## src/rtl/smartbike_pkg.sv

```systemverilog
// Shared types and constants for the smartbike sensor front-ends.
package smartbike_pkg;

   typedef enum logic [1:0] {
      IDLE,
      MEASURE,
      DIVIDE
   } cadence_state_t;

   localparam int CADENCE_DIV_W = 32;
   localparam logic [7:0] RPM_SAT = 8'd255;

   function automatic logic [7:0] sat_rpm(input logic [CADENCE_DIV_W-1:0] q);
      return (q > CADENCE_DIV_W'(RPM_SAT)) ? RPM_SAT : q[7:0];
   endfunction

endpackage

```

## src/rtl/seq_divider.sv

```systemverilog
// Unsigned restoring divider, one quotient bit per cycle; done pulses 32 cycles after start.
// The first bit is resolved on the start edge itself, so start may not be held off by busy.
module seq_divider
   import smartbike_pkg::*;
(
   input  logic                     clk,
   input  logic                     reset,
   input  logic                     start,
   input  logic [CADENCE_DIV_W-1:0] dividend,
   input  logic [CADENCE_DIV_W-1:0] divisor,
   output logic                     busy,
   output logic                     done,
   output logic [CADENCE_DIV_W-1:0] quotient
);

   localparam int W  = CADENCE_DIV_W;
   localparam int CW = $clog2(W);

   logic [W-1:0]  rem;
   logic [W-1:0]  num;
   logic [W-1:0]  den;
   logic [CW-1:0] bit_cnt;

   logic [W-1:0]  rem_src;
   logic [W-1:0]  num_src;
   logic [W-1:0]  den_src;
   logic [W-1:0]  q_src;
   logic [W:0]    shifted;
   logic          ge;
   logic [W-1:0]  rem_nxt;

   always_comb begin
      rem_src = start ? '0 : rem;
      num_src = start ? dividend : num;
      den_src = start ? divisor : den;
      q_src   = start ? '0 : quotient;
      shifted = {rem_src, num_src[W-1]};
      ge      = shifted >= {1'b0, den_src};
      // the partial remainder always stays below the divisor, so W bits hold it
      rem_nxt = ge ? W'(shifted - {1'b0, den_src}) : shifted[W-1:0];
   end

   always_ff @(posedge clk) begin
      if (reset) begin
         rem      <= '0;
         num      <= '0;
         den      <= '0;
         quotient <= '0;
         bit_cnt  <= '0;
         busy     <= 1'b0;
         done     <= 1'b0;
      end else begin
         done <= 1'b0;
         if (start || busy) begin
            rem      <= rem_nxt;
            num      <= {num_src[W-2:0], 1'b0};
            den      <= den_src;
            quotient <= {q_src[W-2:0], ge};
         end
         if (start) begin
            busy    <= 1'b1;
            bit_cnt <= CW'(1);
         end else if (busy) begin
            if (bit_cnt == CW'(W-1)) begin
               busy    <= 1'b0;
               done    <= 1'b1;
               bit_cnt <= '0;
            end else begin
               bit_cnt <= bit_cnt + CW'(1);
            end
         end
      end
   end

endmodule

```

## src/rtl/cadence_monitor.sv

```systemverilog
// Pedal cadence: sync + debounce + edge period + divide -> RPM; rpm_valid 34 cycles after evt (35 with CADENCE_FILTER_EN).
// No backpressure; CADENCE_FILTER_EN adds a 4-tap moving average on cadence_rpm.
module cadence_monitor
   import smartbike_pkg::*;
#(
   parameter int unsigned CLK_HZ          = 50_000_000,
   parameter int unsigned PULSES_PER_REV  = 8,
   parameter int unsigned DEBOUNCE_CYCLES = 50_000,
   parameter int unsigned TIMEOUT_CYCLES  = 100_000_000
)(
   input  logic        c50m,
   input  logic        reset,
   input  logic        cadence,
   output logic [7:0]  cadence_rpm,
   output logic        rpm_valid,
   output logic        pedaling,
   output logic [31:0] period_cycles
);

   localparam int DW = $clog2(DEBOUNCE_CYCLES);
   localparam logic [CADENCE_DIV_W-1:0] NUM =
      CADENCE_DIV_W'(64'(60) * 64'(CLK_HZ) / 64'(PULSES_PER_REV));

   if (DEBOUNCE_CYCLES < 64) begin : g_debounce_check
      $error("DEBOUNCE_CYCLES must be at least 64");
   end

   logic          sync1;
   logic          sync2;
   logic          deb;
   logic          deb_d;
   logic [DW-1:0] deb_cnt;
   logic          evt;
   logic [31:0]   per_cnt;

   cadence_state_t state;
   cadence_state_t next;
   logic           latch_period;
   logic           take_result;
   logic           timeout_hit;
   logic           start_div;

   logic                     div_busy;
   logic                     div_done;
   logic [CADENCE_DIV_W-1:0] quotient;
   logic [7:0]               q_sat;
   logic                     result_vld;
   logic [7:0]               result_rpm;

   assign evt = deb & ~deb_d;

   always_ff @(posedge c50m) begin
      if (reset) begin
         sync1   <= 1'b0;
         sync2   <= 1'b0;
         deb     <= 1'b0;
         deb_d   <= 1'b0;
         deb_cnt <= '0;
         per_cnt <= '0;
      end else begin
         sync1 <= cadence;
         sync2 <= sync1;
         deb_d <= deb;
         if (sync2 == deb) begin
            deb_cnt <= '0;
         end else if (deb_cnt == DW'(DEBOUNCE_CYCLES - 1)) begin
            deb     <= sync2;
            deb_cnt <= '0;
         end else begin
            deb_cnt <= deb_cnt + DW'(1);
         end
         if (evt) begin
            per_cnt <= 32'd1;
         end else if (per_cnt < TIMEOUT_CYCLES) begin
            per_cnt <= per_cnt + 32'd1;
         end
      end
   end

   always_ff @(posedge c50m) begin
      if (reset) state <= IDLE;
      else       state <= next;
   end

   always_comb begin
      next         = state;
      latch_period = 1'b0;
      take_result  = 1'b0;
      timeout_hit  = 1'b0;
      case (state)
         IDLE: begin
            if (evt) next = MEASURE;
         end
         MEASURE: begin
            if (evt) begin
               latch_period = 1'b1;
               next         = DIVIDE;
            end else if (per_cnt == TIMEOUT_CYCLES) begin
               timeout_hit = 1'b1;
               next        = IDLE;
            end
         end
         DIVIDE: begin
            if (div_done) begin
               take_result = 1'b1;
               next        = MEASURE;
            end
         end
         default: next = IDLE;
      endcase
   end

   seq_divider u_div (
      .clk      (c50m),
      .reset    (reset),
      .start    (start_div),
      .dividend (NUM),
      .divisor  (period_cycles),
      .busy     (div_busy),
      .done     (div_done),
      .quotient (quotient)
   );

   assign q_sat = (period_cycles == '0) ? RPM_SAT : sat_rpm(quotient);

`ifdef CADENCE_FILTER_EN
   logic [7:0] taps [4];
   logic       taps_empty;
   logic       filt_pend;
   logic [9:0] tap_sum;

   always_comb begin
      tap_sum = 10'(taps[0]) + 10'(taps[1]) + 10'(taps[2]) + 10'(taps[3]);
   end

   always_ff @(posedge c50m) begin
      if (reset) begin
         for (int i = 0; i < 4; i++) taps[i] <= '0;
         taps_empty <= 1'b1;
         filt_pend  <= 1'b0;
      end else begin
         filt_pend <= take_result;
         if (timeout_hit) begin
            for (int i = 0; i < 4; i++) taps[i] <= '0;
            taps_empty <= 1'b1;
         end else if (take_result) begin
            // first result after IDLE fills the window so the mean starts on-value
            if (taps_empty) begin
               for (int i = 0; i < 4; i++) taps[i] <= q_sat;
            end else begin
               taps[0] <= q_sat;
               taps[1] <= taps[0];
               taps[2] <= taps[1];
               taps[3] <= taps[2];
            end
            taps_empty <= 1'b0;
         end
      end
   end

   assign result_vld = filt_pend;
   assign result_rpm = 8'(tap_sum >> 2);
`else
   assign result_vld = take_result;
   assign result_rpm = q_sat;
`endif

   always_ff @(posedge c50m) begin
      if (reset) begin
         start_div     <= 1'b0;
         cadence_rpm   <= '0;
         rpm_valid     <= 1'b0;
         pedaling      <= 1'b0;
         period_cycles <= '0;
      end else begin
         start_div <= latch_period;
         rpm_valid <= 1'b0;
         if (latch_period) period_cycles <= per_cnt;
         if (timeout_hit) begin
            cadence_rpm <= '0;
            pedaling    <= 1'b0;
            rpm_valid   <= 1'b1;
         end else if (result_vld) begin
            cadence_rpm <= result_rpm;
            pedaling    <= 1'b1;
            rpm_valid   <= 1'b1;
         end
      end
   end

   // debounce length guarantees the divider finishes before the next edge
   a_no_evt_in_divide: assert property (@(posedge c50m) disable iff (reset)
      !(state == DIVIDE && evt) && !(start_div && div_busy));

endmodule

```

## config.mk

```make
export PLATFORM = sky130hd
export DESIGN_NAME = cadence_monitor
export DESIGN_NICKNAME = d
export VERILOG_FILES = /design/src/rtl/smartbike_pkg.sv /design/src/rtl/seq_divider.sv /design/src/rtl/cadence_monitor.sv
export SDC_FILE = /design/constraint.sdc
export NUM_CORES = 1
export LEC_CHECK = 0
export BUFFER_PORTS_ARGS = -buffer_cell sky130_fd_sc_hd__buf_2
export CORE_MARGIN = 4
export CORE_UTILIZATION = 30
export CTS_BUF_LIST = sky130_fd_sc_hd__clkbuf_4
export DETAILED_ROUTE_END_ITERATION = 8
export GPL_TIMING_DRIVEN = 0
export PLACE_DENSITY_LB_ADDON = 0.08
export SYNTH_ARGS = -nofsm -noshare
export SYNTH_HDL_FRONTEND = slang
export SYNTH_SLANG_ARGS = --single-unit
```

## constraint.sdc

```tcl
create_clock -name c50m -period 4.4 [get_ports c50m]
set_clock_uncertainty 0.2 [all_clocks]
set_input_delay 0.44 -clock c50m [delete_from_list [all_inputs] [get_ports c50m]]
set_output_delay 0.44 -clock c50m [all_outputs]
set_load 0.02 [all_outputs]
```

# Word-level counts from Yosys, hierarchy flattened
# Index checks and enable logic that the tools add are counted.
dict set report totals {
  register_bits 231
  latchBits 0
  ram_bits 0
  romBits 0
  in_bits 3
  output_inout_bits 42
  elab_cells 83
  n_memories 0
}
dict set report classes {
  addsub 4
  multipliers 0
  div_mod_pow 0
  magnitude_cmp 3
  eq_ne 9
  shift 0
  mux 30
  n_bitwise 4
  n_reduce_logical 12
}
# op n
set ops {}
lappend ops {{two-way mux 32 bit} 4}
lappend ops {{greater-or-equal comparator 33 x 32 -> 1 bit} 1}
lappend ops {{adder 32 x 1 -> 32 bit, second input constant} 1}
lappend ops {{== test 32 x 27 -> 1 bit, second input constant} 1}
lappend ops {{greater-than comparator 32 x 8 -> 1 bit, second input constant} 1}
lappend ops {{logical NOT 32 bit} 1}
lappend ops {{less-than comparator 32 x 27 -> 1 bit, second input constant} 1}
lappend ops {{subtractor 32 bit} 1}
lappend ops {{two-way mux 31 bit} 1}
lappend ops {{two-way mux 1 bit} 17}
lappend ops {{adder 16 x 1 -> 16 bit, second input constant} 1}
lappend ops {{== test 16 bit, second input constant} 1}
lappend ops {{two-way mux 8 bit} 2}
lappend ops {{two-way mux 2 bit} 4}
lappend ops {{case mux 2 bit (3 select lines)} 1}
lappend ops {{OR reduction 2 bit} 3}
lappend ops {{OR reduction 3 bit} 2}
lappend ops {{adder 5 x 1 -> 5 bit, second input constant} 1}
lappend ops {{== test 5 bit, second input constant} 1}
lappend ops {{two-way mux 5 bit} 1}
lappend ops {{nonzero test 2 bit} 2}
lappend ops {{inequality test 3 bit, second input constant} 1}
lappend ops {{NOT 1 bit} 3}
lappend ops {{AND reduction 3 bit} 1}
lappend ops {{9 further kinds} 9}

# Longest topological paths before layout
# Gate-level depths: netlist (run 1).
dict set report depth {
  ltp_word 5
  mapped_depth 17
  depth_no_buf 12
}

# Modules after synthesis
# A second synthesis (run 1) with hierarchy kept.
dict set report hier_totals {
  cells_unflattened 1386
  hier_area_um2 11626.2
}
# module instances cells_per_inst area_per_inst_um2 seq_area_each_um2
set modules_own_cells {}
lappend modules_own_cells {seq_divider 1 912 7613.6 2682.6}
lappend modules_own_cells {cadence_monitor 1 474 4012.6 1941.9}

# Least setup slack after synthesis (run 1)
# Ideal clock, no wire load.
dict set report synth_path {
  path_kind {register to register}
  start {register start_div}
  end {register u_div.rem[0]}
  setup_ps 86
  t_arrival_ps 3733
  required_time_ps 4114
  path_slack_ps 382
  stages_incl_launch_ff 16
  n_path_buf 4
  period_less_slack_ps 4018
  cell_sequence {dfxtp_1 > clkbuf_1 > clkbuf_1 > clkbuf_1 > clkbuf_1 > nor2b_1 > ha_1 > a21o_1 > a21o_1 > a21oi_2 > o211ai_2 > nor4_4 > inv_2 > nand2_4 > mux2_2 > a211oi_1}
}
dict set report synth_via {
  elab_chain_cells 3
  word_cells_on_any_way 7
  classes_between {add/sub: 1; order compare: 1; mux: 4; reduce/logical: 1}
}
# item line_no
set synth_lines {}
lappend synth_lines {{start: declaration} cadence_monitor.sv:41} ;# logic start_div;
lappend synth_lines {{start signal: assignment} cadence_monitor.sv:176} ;# start_div <= latch_period;
lappend synth_lines {{two-way mux 32 bit (on tied branches)} {seq_divider.sv:34, seq_divider.sv:33, seq_divider.sv:35}}
lappend synth_lines {{subtractor 32 bit / greater-or-equal comparator 33 x 32 -> 1 bit (equally long branches)} {seq_divider.sv:40, seq_divider.sv:38}}
lappend synth_lines {{two-way mux 32 bit} seq_divider.sv:40} ;# rem_nxt = ge ? W'(shifted - {1'b0, den_src}) : shifted[W-1:0];
lappend synth_lines {{end signal: assignment} seq_divider.sv:55} ;# rem <= rem_nxt;
lappend synth_lines {{end: declaration} seq_divider.sv:19} ;# logic [W-1:0] rem;
# Several ways; a longest one is shown, not always the timed one.
# A chain may end at the register's enable or synchronous reset.

# Worst setup path in the final report (run 1)
dict set report layout_path {
  start {register start_div}
  end {register u_div.rem[28]}
}
dict set report layout_via {
  elab_chain_cells 3
  word_cells_on_any_way 7
  classes_between {add/sub: 1; order compare: 1; mux: 4; reduce/logical: 1}
}
# item line_no
set layout_lines {}
lappend layout_lines {{two-way mux 32 bit (*)} seq_divider.sv:35} ;# den_src = start ? divisor : den;
lappend layout_lines {{net u_div.den_src[1]} seq_divider.sv:26} ;# logic [W-1:0] den_src;
lappend layout_lines {{subtractor 32 bit / greater-or-equal comparator 33 x 32 -> 1 bit (equally long branches)} {seq_divider.sv:40, seq_divider.sv:38}}
lappend layout_lines {{two-way mux 32 bit (*)} seq_divider.sv:40}
# The timed path passes the listed nets; every way through them passes the cells marked *.

==> results of run 1 <==
-- cell families after synthesis --
group | Yosys count
and+or+nand+nor | 541
DFF | 225
AOI/OAI and AO/OA | 212
buffers and inverters | 83
muxes | 82
xor gates and xnor gates | 62
adders and majority gates | 38
-- what timing repair did --
item                                    4_1_cts  5_1_grt
endpoints found under the setup margin       33       26
hold buffers                                  1        0
setup buffers                                 4        0
pin swaps                                     2        1
hold endpoints to repair                      1        0
resized for setup                            19       12
-- power by group through the flow --
stage	Combinational, mW	Sequential, mW	Clock, mW
floorplan	0.0365	2.09	0
global placement	0.0613	2.09	0
detailed placement	0.0610	2.09	0
CTS	0.0620	2.04	2.27
global route	0.0683	2.04	2.38
finish	0.0606	2.04	2.18
-- per-layer routing --
layer / up-vias / wire length [um] / track usage (%)
met3: 51 / 1230 / 3.38
li1: 4612 / - / -
met2: 165 / 14600 / 26.6
met1: 4264 / 15700 / 22.2
met5: - / 0 / 0
met4: 0 / 753 / 5.59
-- cell type report --
class                      instances  area, sq um
antenna                            3         7.51
buffer                            66          295
clock buffer                     102          766
clock inverter                    19          160
fill                            3784        22800
inverter                          15         56.3
multi-input combinational        935         6010
sequential                       225         4510
tap                              461          577
timing repair buffer              49          260
-- registers in the layout (all words and copies together), names as in the netlist --
| register | cells |
|---|---|
| per_cnt | 32 |
| period_cycles | 32 |
| u_div.den | 32 |
| u_div.quotient | 32 |
| u_div.rem | 32 |
| u_div.num | 25 |
| deb_cnt | 16 |
| cadence_rpm | 8 |
| u_div.bit_cnt | 5 |
| state | 2 |
| deb | 1 |
| deb_d | 1 |
| pedaling | 1 |
| rpm_valid | 1 |
| start_div | 1 |
| sync1 | 1 |
| sync2 | 1 |
| u_div.busy | 1 |
| u_div.done | 1 |
-- path summary, 6_finish.rpt --
| path | from | to | slack (ps) |
|---|---|---|---|
| worst max-delay path | start_div | u_div.rem[28] | 270 |
| worst max register to register | start_div | u_div.rem[28] | 270 |
| worst min-delay path | sync1 | sync2 | 230 |
| worst min register to register | sync1 | sync2 | 230 |
-- cell usage after synthesis (3+ instances only) --
cell      number  area share [%]
a311oi_2       7            0.97
a21oi_1       77             3.6
nor3_1        10            0.46
a211oi_2       3            0.35
nor2_1       203             7.1
nand2b_1       7            0.41
nand3_1       21            0.97
buf_2          5            0.23
clkbuf_1      57             2.0
xnor2_1       24             1.9
a211oi_1      18             1.3
a311oi_1       9            0.73
mux2i_1       79             7.3
ha_1          37             4.3
dfxtp_1      225              42
and2_1        21             1.2
nor2b_1       40             2.3
nor4_1        20             1.2
nand4_1       17            0.99
and3_1        18             1.0
inv_1         13            0.45
o21a_1         9            0.63
o211ai_1       8            0.56
or2_2          4            0.23
nand2_1      154             5.4
o221a_2        8            0.84
o21ai_0       17            0.79
nand2_4        3            0.31
o21bai_1       6            0.42
and4_1         5            0.41
xor2_1        38             3.1
a21o_1        13            0.90
a31oi_1        5            0.29
-- worst max-delay path: stages (launching register included) --
cell	delay, ps
dfxtp_2	440
buf_4	380
mux2i_4	350
inv_1	90
fa_1	510
nor2b_1	190
o31a_1	210
o2111ai_2	170
a21oi_2	270
o32ai_2	150
a211oi_2	340
nor2_1	170
o2111a_1	260
a211o_1	270
-- through the flow --
stage                     std cells  TNS, ps
final                          1875        0
after global routing           1875        0
after CTS                      1873        0
after detailed placement       1748   -38750
after global placement         1748   -37720
after floorplan                1243        0
==> flow_metrics.py, run 1 <==
metrics = {
    "outcome": {
        "run_status": "finished, final reports clean",
    },
    "timing": {
        "period_needed_ps": 4130,
        "rsz0062_at_grt": "false",
        "hold_worst_slack_ps": 234,
        "postLayoutSetupSlackWorst_ps": 273,
        "drv_slew": 0,
        "worst_slew_margin_rel_pct": 37.5,
        "worst_slew_pin_slew_ps": 934,
        "final_min_period_over_clock_period_pct": 93.8,
        "setup_viol": 0,
        "hold_viol": 0,
        "fmax_ghz": 0.242,
    },
    "yosys": {
        "sequential_cell_area_fraction_in_the_yosys_report_pct": 41.8,
        "synth_warnings": 0,
        "postSynthCellCount": 1243,
        "synth_enable_flop_cells": 0,
        "synthesis.area_per_instance_sq_um": 8.68,
        "synth_fa_ha_area_share_pct": 4.48,
        "share_of_synthesized_area_spent_on_multiplexers_pct": 7.68,
        "synth_simple_gate_area_share_pct": 23.7,
        "synth_compound_area_share_pct": 14.2,
        "yosys.area_share.xor_xnor_pct": 5.04,
        "netlist_area_sq_um": 10800,
        "synth_seq_cells": 225,
        "synth_top_family_by_area": "simple AND/OR/NAND/NOR gates",
        "asyncSetResetFlopFracSynth_pct": 0,
        "yosys_most_used_dff": "dfxtp_1",
        "number_of_unique_standard_cell_types_used_by_synthesis": 82,
        "postSynthNetCount": 1284,
    },
    "die": {
        "ios": 45,
        "std_cell_rows": 69,
        "floorplan.initialDensity_pct": 30.4,
        "die_height_um": 198,
        "die-area_sq_um": 39000,
        "dieWidth_um": 198,
        "placeableCoreArea_sq_um": 35500,
    },
    "clocking": {
        "tritoncts_buffers": 67,
        "number_of_levels_in_the_clock_h_tree": 3,
        "clockRootBuffer": "clkbuf_4",
        "clockBufferDepth": 3,
        "cts.sink_count": 225,
        "cts_tree": "done",
        "clock_latency_ps": 710,
        "clk_pin_slew_ps": 60,
    },
    "critical_path": {
        "worst-setup-path-type": "reg2reg",
        "capturing_element_type_of_the_critical_path": "flip-flop",
        "critical_path_peak_fanout": 19,
        "worst_ep_arrival_time_ps": 4480,
        "start_kind": "flip-flop",
        "worstRegToRegCells": 13,
        "timing.critical_path.required_ps": 4750,
    },
    "final_layout": {
        "final_cell_area_sq_um": 12600,
        "layout-drive-gt1-share_pct": 16.1,
        "fin_nets": 1400,
        "final_common_cell": "dfxtp_1",
        "final_core_util_pct": 35.6,
        "syn2layout_area_growth_pct": 17.2,
        "final_cell_mix": "224 x dfxtp_1, 203 x nor2_1, 154 x nand2_1, 104 x clkbuf_4, 76 x a21oi_1",
    },
    "grt": {
        "grt_pass1_wl_um": 51200,
        "antenna_found_initial": 1,
        "global_route.overflow_total": 0,
        "grt_max_degree": 11,
        "number_of_global_route_vias_before_repair": 9203,
        "groute.usage.overall_pct": 16.5,
    },
    "drt": {
        "via_per_inst": 4.85,
        "remaining_drc_errors": 0,
        "drt_pass1_iterations": 5,
        "detail_route.wl_per_cell_um": 17.2,
        "drt_wl_total_um": 32300,
        "ant_nets": 0,
        "drtIter0Drc": 327,
        "num_vias": 9092,
    },
    "pwr": {
        "total_design_power_mw": 4.28,
        "max-vdd-ir-drop_v": 0.000188,
        "switching_share_pct": 23.2,
        "p_clk_share_pct": 50.9,
        "switchingPower_uw": 993,
        "power.density_nw_per_um2": 339,
        "pwr-share-seq_pct": 47.7,
        "intPower_mw": 3.29,
        "share_comb_of_total_power_pct": 1.4,
        "cellLeakagePower_nw": 4.92,
    },
    "min_path": {
        "tightest_hold_check_type": "reg2reg",
        "whs_path_depth": 1,
    },
    "place": {
        "finalWeightedCongestion": 0.821,
        "io_buffer_count": 44,
        "dpl-instance-area_sq_um": 11600,
        "dpl_hpwl_um": 23400,
        "dp_worst_setup_slack_ps": -1330,
    },
    "job": {
        "timing.max_cap.violations": 0,
    },
}
No activity file was read; power rests on OpenSTA's default activity.
==> inputs of run 2 (changes only) <==
Settings changed: ABC_AREA from default to 1, CORE_UTILIZATION 30 to 55.
==> run 2 against run 1 <==
Wire length up 9.0%; sequential cell count unchanged; register-to-register slack gained 80 ps; final area grew 3.9%; first-iteration DRC count grew to 2.8 times the previous value; via count increased by 28%; global-route usage up 13 points; non-clock buffer count is 3 lower; clock-buffer cell count is 23 lower; combinational power is 9.2% higher; sequential share of layout area shrank 1.3 points; worst hold slack improved by 11 ps; critical path type unchanged; largest power group is now registers.
==> flow_metrics.py, run 2 <==
metrics = {
    "outcome": {
        "run_status": "finished, final reports clean",
    },
    "clocking": {
        "number_of_levels_in_the_clock_h_tree": 2,
        "clockRootBuffer": "clkbuf_4",
        "clk_pin_slew_ps": 70,
        "clockBufferDepth": 3,
        "cts_tree": "done",
        "tritoncts_buffers": 57,
        "clock_latency_ps": 730,
        "postCtsSetupBuffers": 0,
        "cts.sink_count": 225,
    },
    "grt": {
        "grt_max_degree": 18,
        "antenna_found_initial": 1,
        "number_of_global_route_vias_before_repair": 10923,
        "groute.usage.overall_pct": 29.1,
        "grt_pass1_wl_um": 56400,
        "global_route.overflow_total": 0,
    },
    "yosys": {
        "asyncSetResetFlopFracSynth_pct": 0,
        "number_of_unique_standard_cell_types_used_by_synthesis": 44,
        "postSynthCellCount": 1766,
        "netlist.top_cell.by_area": "dfxtp_1",
        "synthesis.area_per_instance_sq_um": 6.72,
        "ys_top_cells_by_area": "dfxtp_1 38%, nand2_1 15%, inv_1 7.6%",
        "postSynthNetCount": 1807,
        "synth_warnings": 0,
        "synth_enable_flop_cells": 0,
        "yosysTopAreaCellShare_pct": 38.0,
        "synth_top_cells_by_count": "467 x nand2_1, 241 x inv_1, 225 x dfxtp_1",
        "synth_seq_cells": 225,
        "yosys_most_used_dff": "dfxtp_1",
        "sequential_cell_area_fraction_in_the_yosys_report_pct": 38.0,
        "netlist_area_sq_um": 11900,
        "synth.most_common_cell": "nand2_1",
    },
    "timing": {
        "worst_slew_margin_rel_pct": 43.9,
        "timing.setup.tns_ps": 0,
        "rsz0062_at_grt": "false",
        "final_min_period_over_clock_period_pct": 92.0,
        "fmax_ghz": 0.247,
        "worst_slew_pin_slew_ps": 841,
        "postLayoutSetupSlackWorst_ps": 351,
        "drv_slew": 0,
        "setup_viol": 0,
        "hold_viol": 0,
        "period_needed_ps": 4050,
    },
    "critical_path": {
        "slowest_stage": "clkbuf_1",
        "critical_path.reg2reg.startpoint": "start_div",
        "worst_ep_arrival_time_ps": 4410,
        "capturing_element_type_of_the_critical_path": "flip-flop",
        "worstReg2RegEnd": "u_div.rem[30]",
        "worstRegToRegCells": 13,
        "cpMostUsedCell": "nand2_1",
        "start_kind": "flip-flop",
        "worst-setup-path-type": "reg2reg",
        "worst_reg2reg_setup_slack_ps": 350,
        "cp-startpoint": "start_div",
        "timing.critical_path.required_ps": 4760,
        "critical_path_peak_fanout": 10,
        "path_cells": "clkbuf_1 -> clkbuf_1 -> nor2_1 -> ha_1 -> nand2_1 -> nor2_1 -> nand2_1 -> o21ai_0 -> nand2_1 -> nand3_1 -> nand3_1 -> nand2_1 -> a21oi_1",
        "critPathMaxStageDelay_ps": 650,
        "cell_family_with_the_largest_share_of_critical_path_delay": "simple AND/OR/NAND/NOR gates",
        "cp_num_buf_inv": 2,
    },
    "final_layout": {
        "syn2layout_area_growth_pct": 10.7,
        "final_cell_area_sq_um": 13100,
        "layout-drive-gt1-share_pct": 8.82,
        "fin_nets": 1910,
        "final_core_util_pct": 62.1,
        "layout.cells.non_filler": 2181,
        "final_cell_mix": "467 x nand2_1, 241 x inv_1, 225 x dfxtp_1, 198 x nor2_1, 147 x a21oi_1",
        "n_fill_cell": 2084,
        "final_common_cell": "nand2_1",
    },
    "pwr": {
        "max-vdd-ir-drop_v": 0.000208,
        "cellLeakagePower_nw": 5.95,
        "power.density_nw_per_um2": 293,
    },
    "die": {
        "ios": 45,
        "die-area_sq_um": 24000,
        "die_height_um": 155,
        "placeableCoreArea_sq_um": 21200,
        "dieWidth_um": 155,
        "floorplan.initialDensity_pct": 56.1,
        "std_cell_rows": 53,
    },
    "min_path": {
        "tightest_hold_check_type": "reg2reg",
        "timing.hold.worst_endpoint": "pedaling",
        "whs_path_depth": 2,
        "hold_path.startpoint": "pedaling",
    },
    "place": {
        "finalWeightedCongestion": 0.943,
        "placedCellCount": 2084,
        "io_buffer_count": 43,
        "dp_worst_setup_slack_ps": 319,
        "dpl_hpwl_um": 26800,
        "dpl-instance-area_sq_um": 12400,
    },
    "drt": {
        "num_vias": 11606,
        "detail_route.wl_per_cell_um": 16.1,
        "via_per_inst": 5.32,
        "drt_wl_total_um": 35200,
        "ant_nets": 0,
        "drt_pass1_iterations": 5,
        "remaining_drc_errors": 0,
        "drtIter0Drc": 909,
    },
    "job": {
        "timing.max_cap.violations": 0,
    },
}
## run 2: cell types whose count changed in the layout (fill, tap and decap cells not counted), moves of 13 or more
| cell | before | now |
|---|---|---|
| a211oi_1 | 17 | 2 |
| a21o_1 | 13 | 0 |
| a21oi_1 | 76 | 147 |
| and2_1 | 21 | 1 |
| and3_1 | 18 | 0 |
| clkbuf_4 | 104 | 79 |
| inv_1 | 13 | 241 |
| mux2i_1 | 74 | 26 |
| nand2_1 | 154 | 467 |
| nand3_1 | 21 | 102 |
| nor2b_1 | 40 | 0 |
| nor3_1 | 10 | 25 |
| o21ai_0 | 17 | 60 |
| xnor2_1 | 24 | 7 |
## run 2: area by class of cell
type	instances	area, sq um	area share, %
diodes	2	5.00	0.0381
plain buffers	68	305	2.32
clock buffers	79	593	4.52
clock inverters	15	96.3	0.734
inverters	246	926	7.05
multi-input cells	1227	6130	46.7
flip-flops and latches	225	4500	34.3
well taps	275	344	2.62
repair buffers	44	225	1.72
## run 2: cells by family (layout without fill, tap and decap cells)
logic type | count (synthesis) | in the layout | synth area share (%)
AND/OR/NAND/NOR | 869 | 869 | 30.8
buffers and inverters | 314 | 452 | 10.4
AO/OA/AOI/OAI | 253 | 253 | 11.6
flip-flops | 225 | 225 | 38.0
XOR/XNOR | 41 | 41 | 3.03
adder cells (fa/ha/maj) | 38 | 38 | 4.07
multiplexers | 26 | 26 | 2.19
other | 0 | 2 | 0
## run 2: routing by layer
metal	GRT usage [%]	wire [um]	share of wire, %
met1	38.3	15600	44
met2	48.1	16300	46
met3	4.59	2030	5.8
met4	11.3	1230	3.5
met5	0	0	0
## run 2: stage by stage
stage / power (mW) / hold slack [ps]
after detailed placement: 2.15 / 235
after floorplan: 2.13 / 188
after global placement: 2.15 / 232
final: 3.85 / 244
after global routing: 4.01 / 271
after CTS: 3.88 / 245
## run 2: how the worst max path moves through the flow
stage | to | slack (ps) | depth (start not counted)
floorplan | u_div.rem[10] | 1320 | 19
global placement | u_div.rem[20] | 270 | 19
detailed placement | u_div.rem[20] | 320 | 19
CTS | u_div.rem[30] | 300 | 18
global route | u_div.rem[30] | 60 | 13
finish | u_div.rem[30] | 350 | 13
## run 2: tightest hold or removal path, stage by stage (launching register included)
cell and delay, ps:
dfxtp_1 310, inv_1 40, a21oi_1 50
## run 2: report_power, final
part	leakage, nW	internal (mW)	switching, mW
Combinational	3.73	0.0119	0.0543
Clock	0.409	0.883	0.857
Sequential	1.81	2.04	0.00218
## run 2: what timing repair did
| action | in CTS | in global routing |
|---|---|---|
| hold buffers | 1 | 0 |
| gates resized for setup | 0 | 2 |
| hold endpoints to repair | 1 | 0 |
| endpoints found under the setup margin | 0 | 30 |
